**src/rtl/multicycle_ctrl_pkg.sv**
```systemverilog
// Shared encodings for the multicycle controller: opcodes, FSM states,
// immediate formats, ALU ops and instruction classes.
package multicycle_ctrl_pkg;

    localparam int unsigned XLEN     = 32;
    localparam int unsigned STATE_W  = 3;
    localparam int unsigned IMM_W    = 2;
    localparam int unsigned ALU_OP_W = 2;

    localparam logic [6:0] OPC_OP_IMM = 7'b0010011;
    localparam logic [6:0] OPC_LOAD   = 7'b0000011;
    localparam logic [6:0] OPC_STORE  = 7'b0100011;
    localparam logic [6:0] OPC_BRANCH = 7'b1100011;
    localparam logic [6:0] OPC_OP     = 7'b0110011;
    localparam logic [2:0] F3_BEQ     = 3'b000;

    typedef enum logic [STATE_W-1:0] {
        ST_IDLE   = 3'd0,
        ST_FETCH  = 3'd1,
        ST_DECODE = 3'd2,
        ST_EXEC   = 3'd3,
        ST_MEM    = 3'd4,
        ST_WB     = 3'd5,
        ST_TRAP   = 3'd6
    } state_e;

    typedef enum logic [IMM_W-1:0] {
        IMM_NONE = 2'd0,
        IMM_I    = 2'd1,
        IMM_S    = 2'd2,
        IMM_B    = 2'd3
    } imm_sel_e;

    typedef enum logic [ALU_OP_W-1:0] {
        ALU_ADD   = 2'd0,
        ALU_SUB   = 2'd1,
        ALU_FUNCT = 2'd2
    } alu_op_e;

    typedef enum logic [2:0] {
        IC_R       = 3'd0,
        IC_IALU    = 3'd1,
        IC_LOAD    = 3'd2,
        IC_STORE   = 3'd3,
        IC_BEQ     = 3'd4,
        IC_ILLEGAL = 3'd5
    } iclass_e;

    // Immediate format implied by an instruction class.
    function automatic imm_sel_e imm_sel_of(input iclass_e cls);
        case (cls)
            IC_IALU, IC_LOAD: imm_sel_of = IMM_I;
            IC_STORE:         imm_sel_of = IMM_S;
            IC_BEQ:           imm_sel_of = IMM_B;
            default:          imm_sel_of = IMM_NONE;
        endcase
    endfunction

endpackage

```
**src/rtl/multicycle_ctrl_decode.sv**
```systemverilog
// Combinational opcode/funct3 decode into instruction class, immediate
// format and legality.
module ctrl_decode
    import multicycle_ctrl_pkg::*;
(
    input  logic [6:0]       opcode_i,
    input  logic [2:0]       funct3_i,
    output iclass_e          iclass_o,
    output logic [IMM_W-1:0] imm_sel_o,
    output logic             legal_o
);

    iclass_e cls;

    always_comb begin
        cls = IC_ILLEGAL;
        case (opcode_i)
            OPC_OP:     cls = IC_R;
            OPC_OP_IMM: cls = IC_IALU;
            OPC_LOAD:   cls = IC_LOAD;
            OPC_STORE:  cls = IC_STORE;
            OPC_BRANCH: if (funct3_i == F3_BEQ) cls = IC_BEQ;
            default:    cls = IC_ILLEGAL;
        endcase
    end

    assign iclass_o  = cls;
    assign imm_sel_o = imm_sel_of(cls);
    assign legal_o   = (cls != IC_ILLEGAL);

endmodule

```
**src/rtl/multicycle_ctrl.sv**
```systemverilog
// Multicycle RISC-V subset control FSM with retired-instruction counter.
// The instruction class is latched in DECODE so later states don't depend on instr_i.
module multicycle_ctrl
    import multicycle_ctrl_pkg::*;
(
    input  logic                clk_i,
    input  logic                rst_i,
    input  logic                start_i,
    input  logic [XLEN-1:0]     instr_i,
    input  logic                zero_i,
    input  logic                mem_ready_i,
    output logic                mem_req_o,
    output logic                mem_we_o,
    output logic                ir_we_o,
    output logic                pc_we_o,
    output logic                pc_src_o,
    output logic [IMM_W-1:0]    imm_sel_o,
    output logic                alu_src_o,
    output logic [ALU_OP_W-1:0] alu_op_o,
    output logic                reg_we_o,
    output logic                mem_to_reg_o,
    output logic [STATE_W-1:0]  state_o,
    output logic                illegal_o,
    output logic [XLEN-1:0]     instret_o
);

    state_e           state_q, state_d;
    iclass_e          iclass_q, iclass_d;
    logic [XLEN-1:0]  instret_q, instret_d;
    logic             retire_c;

    iclass_e          dec_class;
    logic [IMM_W-1:0] dec_imm_sel;
    logic             dec_legal;

    logic             unused_instr_bits;
    assign unused_instr_bits = ^{instr_i[31:15], instr_i[11:7]};

    ctrl_decode u_decode (
        .opcode_i  (instr_i[6:0]),
        .funct3_i  (instr_i[14:12]),
        .iclass_o  (dec_class),
        .imm_sel_o (dec_imm_sel),
        .legal_o   (dec_legal)
    );

    always_ff @(posedge clk_i) begin
        if (!rst_i) begin
            state_q   <= ST_IDLE;
            iclass_q  <= IC_ILLEGAL;
            instret_q <= '0;
        end else begin
            state_q   <= state_d;
            iclass_q  <= iclass_d;
            instret_q <= instret_d;
        end
    end

    // Next-state and strobe decode.
    always_comb begin
        state_d      = state_q;
        iclass_d     = iclass_q;
        retire_c     = 1'b0;
        mem_req_o    = 1'b0;
        mem_we_o     = 1'b0;
        ir_we_o      = 1'b0;
        pc_we_o      = 1'b0;
        pc_src_o     = 1'b0;
        imm_sel_o    = IMM_NONE;
        alu_src_o    = 1'b0;
        alu_op_o     = ALU_ADD;
        reg_we_o     = 1'b0;
        mem_to_reg_o = 1'b0;

        case (state_q)
            ST_IDLE: begin
                if (start_i) state_d = ST_FETCH;
            end
            ST_FETCH: begin
                mem_req_o = 1'b1;
                if (mem_ready_i) begin
                    ir_we_o = 1'b1;
                    pc_we_o = 1'b1;
                    state_d = ST_DECODE;
                end
            end
            ST_DECODE: begin
                imm_sel_o = dec_imm_sel;
                iclass_d  = dec_class;
                state_d   = dec_legal ? ST_EXEC : ST_TRAP;
            end
            ST_EXEC: begin
                imm_sel_o = imm_sel_of(iclass_q);
                case (iclass_q)
                    IC_R: begin
                        alu_op_o = ALU_FUNCT;
                        state_d  = ST_WB;
                    end
                    IC_IALU: begin
                        alu_src_o = 1'b1;
                        alu_op_o  = ALU_FUNCT;
                        state_d   = ST_WB;
                    end
                    IC_LOAD, IC_STORE: begin
                        alu_src_o = 1'b1;
                        state_d   = ST_MEM;
                    end
                    IC_BEQ: begin
                        alu_op_o = ALU_SUB;
                        pc_we_o  = zero_i;
                        pc_src_o = 1'b1;
                        retire_c = 1'b1;
                        state_d  = ST_FETCH;
                    end
                    default: state_d = ST_TRAP;
                endcase
            end
            ST_MEM: begin
                mem_req_o = 1'b1;
                mem_we_o  = (iclass_q == IC_STORE);
                if (mem_ready_i) begin
                    if (iclass_q == IC_STORE) begin
                        retire_c = 1'b1;
                        state_d  = ST_FETCH;
                    end else begin
                        state_d  = ST_WB;
                    end
                end
            end
            ST_WB: begin
                reg_we_o     = 1'b1;
                mem_to_reg_o = (iclass_q == IC_LOAD);
                retire_c     = 1'b1;
                state_d      = ST_FETCH;
            end
            ST_TRAP: state_d = ST_TRAP;
            default: state_d = ST_IDLE;
        endcase
    end

    assign instret_d = retire_c ? instret_q + XLEN'(1) : instret_q;
    assign instret_o = instret_q;
    assign state_o   = state_q;
    assign illegal_o = (state_q == ST_TRAP);

endmodule

```
**config.mk**
```make
export PLATFORM = sky130hd
export DESIGN_NAME = multicycle_ctrl
export DESIGN_NICKNAME = d
export VERILOG_FILES = /design/src/rtl/multicycle_ctrl_pkg.sv /design/src/rtl/multicycle_ctrl_decode.sv /design/src/rtl/multicycle_ctrl.sv
export SDC_FILE = /design/constraint.sdc
export NUM_CORES = 1
export LEC_CHECK = 0
export ABC_AREA = 1
export CAP_MARGIN = 25
export CORE_MARGIN = 2
export CORE_UTILIZATION = 46
export DETAILED_ROUTE_END_ITERATION = 6
export PLACE_DENSITY = 0.82
export REMOVE_ABC_BUFFERS = 1
export SLEW_MARGIN = 10
export SYNTH_ARGS = -nofsm -noshare
export SYNTH_HDL_FRONTEND = slang
export SYNTH_SLANG_ARGS = --single-unit
```
**constraint.sdc**
```tcl
create_clock -name clk_i -period 1.9 [get_ports clk_i]
set_input_delay 0.57 -clock clk_i [delete_from_list [all_inputs] [get_ports clk_i]]
set_output_delay 0.57 -clock clk_i [all_outputs]
set_load 0.01 [all_outputs]
```
==> metrics.cfg <==
[clock_network]
cts_buffer_depth = 2
cts_tree = done
ctsHtreeMaxLevel = 2
clk_pin_slew_ns = 0.08
numCtsBuffers = 5
hold_buffers = 0
cts_root_buf = clkbuf_8
insertion_delay_ns = 0.30
cts.sinks = 38

[placed_design]
dp_hpwl_microns = 5887
place_inst = 600
io_buffers = 62
gp_congestion = 0.9653

[routing]
top_layer = met4
drtAntennaViolNets = 0
drc = 0
dr_wl_met3_microns = 691
dr.pass1.iters = 6
finalWirelength_microns = 9093
wl_per_cell_microns = 14.50
met2WireLength_microns = 4532
vias = 3380
drtIter0Drc = 364
vias_per_cell = 5.391
wl_met1_microns = 3596

[die]
dieArea_sq_um = 6106
die_w_microns = 78.14
die_y_microns = 78.14
placementRows = 26
placeableCoreArea_sq_um = 5205
start_util = 0.4858
ios = 85

[timing]
finClkSkew_ns = 0.006731
worstMarginPinSlew_ns = 0.6351
setup_viol = 7
rsz0062_at_grt = true
finalHoldViolCount = 0
fin_crit_sh = 1.127
max_freq_mhz = 467.2
drv_slew = 0
fin_ws_ns = -0.2405
finalCriticalPeriod_ns = 2.140
max-slew-margin-rel = 0.5762

[power]
p_int_mw = 1.881
ir_drop_mv = 0.7329
total_power_mw = 2.959
leakage_nw = 1.587
power_density_nw_per_um2 = 763.7
p_sw_frac = 0.3643
p_sw_mw = 1.078
power_frac_comb = 0.437
clkPwrFrac = 0.236
seqPwrFrac = 0.327

[setup_path]
critPathLaunchType = register
crit_end = imm_sel_o[1]
r2r_start = state_o[2]
crit_start = state_o[0]
r2r-end = instret_o[12]
worst-path-max-fanout = 5
reg2reg_slack_ns = 0.11
cp-end-kind = output port
worstPathArrival_ns = 1.57
reg2reg_depth = 11
criticalPathCategory = register to output port
required_ns = 1.33

[flow_run]
maxCapViolations = 0

[global_routing]
grt_max_degree = 23
antenna_found_initial = 0
grt_pass1_vias = 3070
grt_pass1_wl_microns = 14100
grt_usage = 0.2881
overflow = 0

[final_layout]
drive_above_1_share = 0.2765
area_growth_pct = 53.24
instances_no_fill = 627
diodes = 0
fin_nets = 594

[synth]
ys_seq_elements = 38
yosysSeqAreaShare = 0.3008
synth.avg_cell_area_sq_um = 5.840
yosys_warnings = 0
syn_inst = 433
synth_area_sq_um = 2529
ys_types = 31

[status]
violations = setup timing
outcome = finished with violations

[min_path]
worstHoldPathType = register to register
hold_start = instret_o[29]

power by group through the flow:
stage | logic (mW) | registers [mW] | clock network, mW
2_1_floorplan | 0.421 | 0.975 | 0
3_3_place_gp | 1.06 | 0.938 | 0
3_5_place_dp | 1.09 | 0.936 | 0
4_1_cts | 1.13 | 0.941 | 0.693
5_1_grt | 1.37 | 0.974 | 0.741
6_report | 1.29 | 0.968 | 0.698
critical path: stages (launching register included):
cell and delay [ns]:
dfxtp_2 0.36, inv_2 0.11, nand2_1 0.12, nor2_2 0.25, nand2_1 0.13, nand2_1 0.09, nand2_1 0.05, nand2_1 0.05
buf_2 0.12
cell usage after synthesis:
cell	instances	area share
inv_4	1	0.0025
o211ai_1	2	0.0059
nand3_2	2	0.0079
a31oi_1	3	0.0074
nor2_2	1	0.0025
a21oi_1	29	0.057
buf_6	2	0.0089
o21ai_1	4	0.0079
clkbuf_1	2	0.0030
nor3_1	4	0.0079
nand2_8	1	0.0079
a22oi_1	1	0.0030
nor2_1	73	0.11
nand3b_1	2	0.0059
xor2_1	4	0.014
o21a_1	1	0.0030
xnor2_1	3	0.010
ha_1	1	0.0049
inv_1	42	0.062
nor2_4	2	0.0089
dfxtp_1	38	0.30
and2_1	1	0.0025
buf_4	4	0.012
nand4_1	7	0.017
o21ai_0	10	0.020
inv_2	3	0.0045
nor3_4	1	0.0064
nor3b_1	1	0.0030
nand3_1	30	0.059
buf_1	1	0.0015
nand2_1	157	0.23
registers in the layout, indices dropped and copies added (netlist names):
| register | count |
|---|---|
| state_o | 3 |
| instret_o | 32 |
| iclass_q | 3 |
metal layers:
| metal | vias to the layer above | global-route usage |
|---|---|---|
| li1 | 1624 | - |
| met1 | 1537 | 0.3492 |
| met2 | 188 | 0.5000 |
| met3 | 31 | 0.05172 |
| met4 | 0 | 0.1228 |
| met5 | - | 0 |
cell families (layout without fill, tap and decap cells):
logic type | count (synthesis) | count (layout) | share of synthesized area
simple gates | 282 | 282 | 0.4711
buf+inv | 55 | 179 | 0.09451
compound gates | 50 | 50 | 0.1044
flops | 38 | 38 | 0.3008
xor+xnor | 7 | 7 | 0.02425
fa+ha+maj | 1 | 1 | 0.004947
cell usage in the layout, fill, tap and decap left out, types with 4 or more instances in the layout:
master / count
buf_6: 7
nand3_1: 25
xor2_1: 4
o21ai_0: 8
dfxtp_2: 17
inv_1: 36
a21oi_1: 27
nand4_1: 7
clkdlybuf4s50_1: 33
nor2_1: 65
nand2_2: 9
nand3_2: 6
buf_4: 59
clkbuf_8: 5
nor2_2: 6
buf_2: 12
inv_2: 7
nand2_1: 148
o21ai_1: 5
nor2_4: 5
dfxtp_1: 20
what timing repair did:
action | CTS | global route
pin swaps | 21 | 19
buffers inserted | 18 | 5
endpoints found under the setup margin | 18 | 28
gates resized for setup | 120 | 38
stage by stage:
step / setup TNS (ns) / utilization / worst slack, ns / hold slack (ns) / instance area [sq um]
6_report: -0.6893 / 0.7445 / -0.2405 / 0.5038 / 3875
5_1_grt: -1.125 / 0.7445 / -0.3286 / 0.5345 / 3875
4_1_cts: -0.7048 / 0.7276 / -0.1853 / 0.5172 / 3787
3_5_place_dp: -4.297 / 0.6779 / -1.045 / 0.5027 / 3528
3_3_place_gp: -3.688 / 0.6779 / -0.9614 / 0.4847 / 3528
2_1_floorplan: 0 / - / 0.001941 / 0.5069 / 2465
worst min-delay path by stage:
stage	endpoint	slack, ns	depth (start not counted)
final	instret_o[29]	0.50	2
after global routing	instret_o[25]	0.53	2
after CTS	instret_o[31]	0.52	2
after detailed placement	instret_o[31]	0.50	2
after global placement	instret_o[10]	0.48	2
after floorplan	instret_o[10]	0.51	2
layout make-up:
cell class / instances / area (sq um)
well taps: 70 / 87.58
multi-input cells: 340 / 1645
repair buffers: 125 / 1070
fillers: 406 / 1330
clock buffers: 7 / 76.32
clock inverters: 1 / 30.03
flip-flops and latches: 38 / 785.8
inverters: 46 / 180.2
Power figures use the tool's default switching activity.
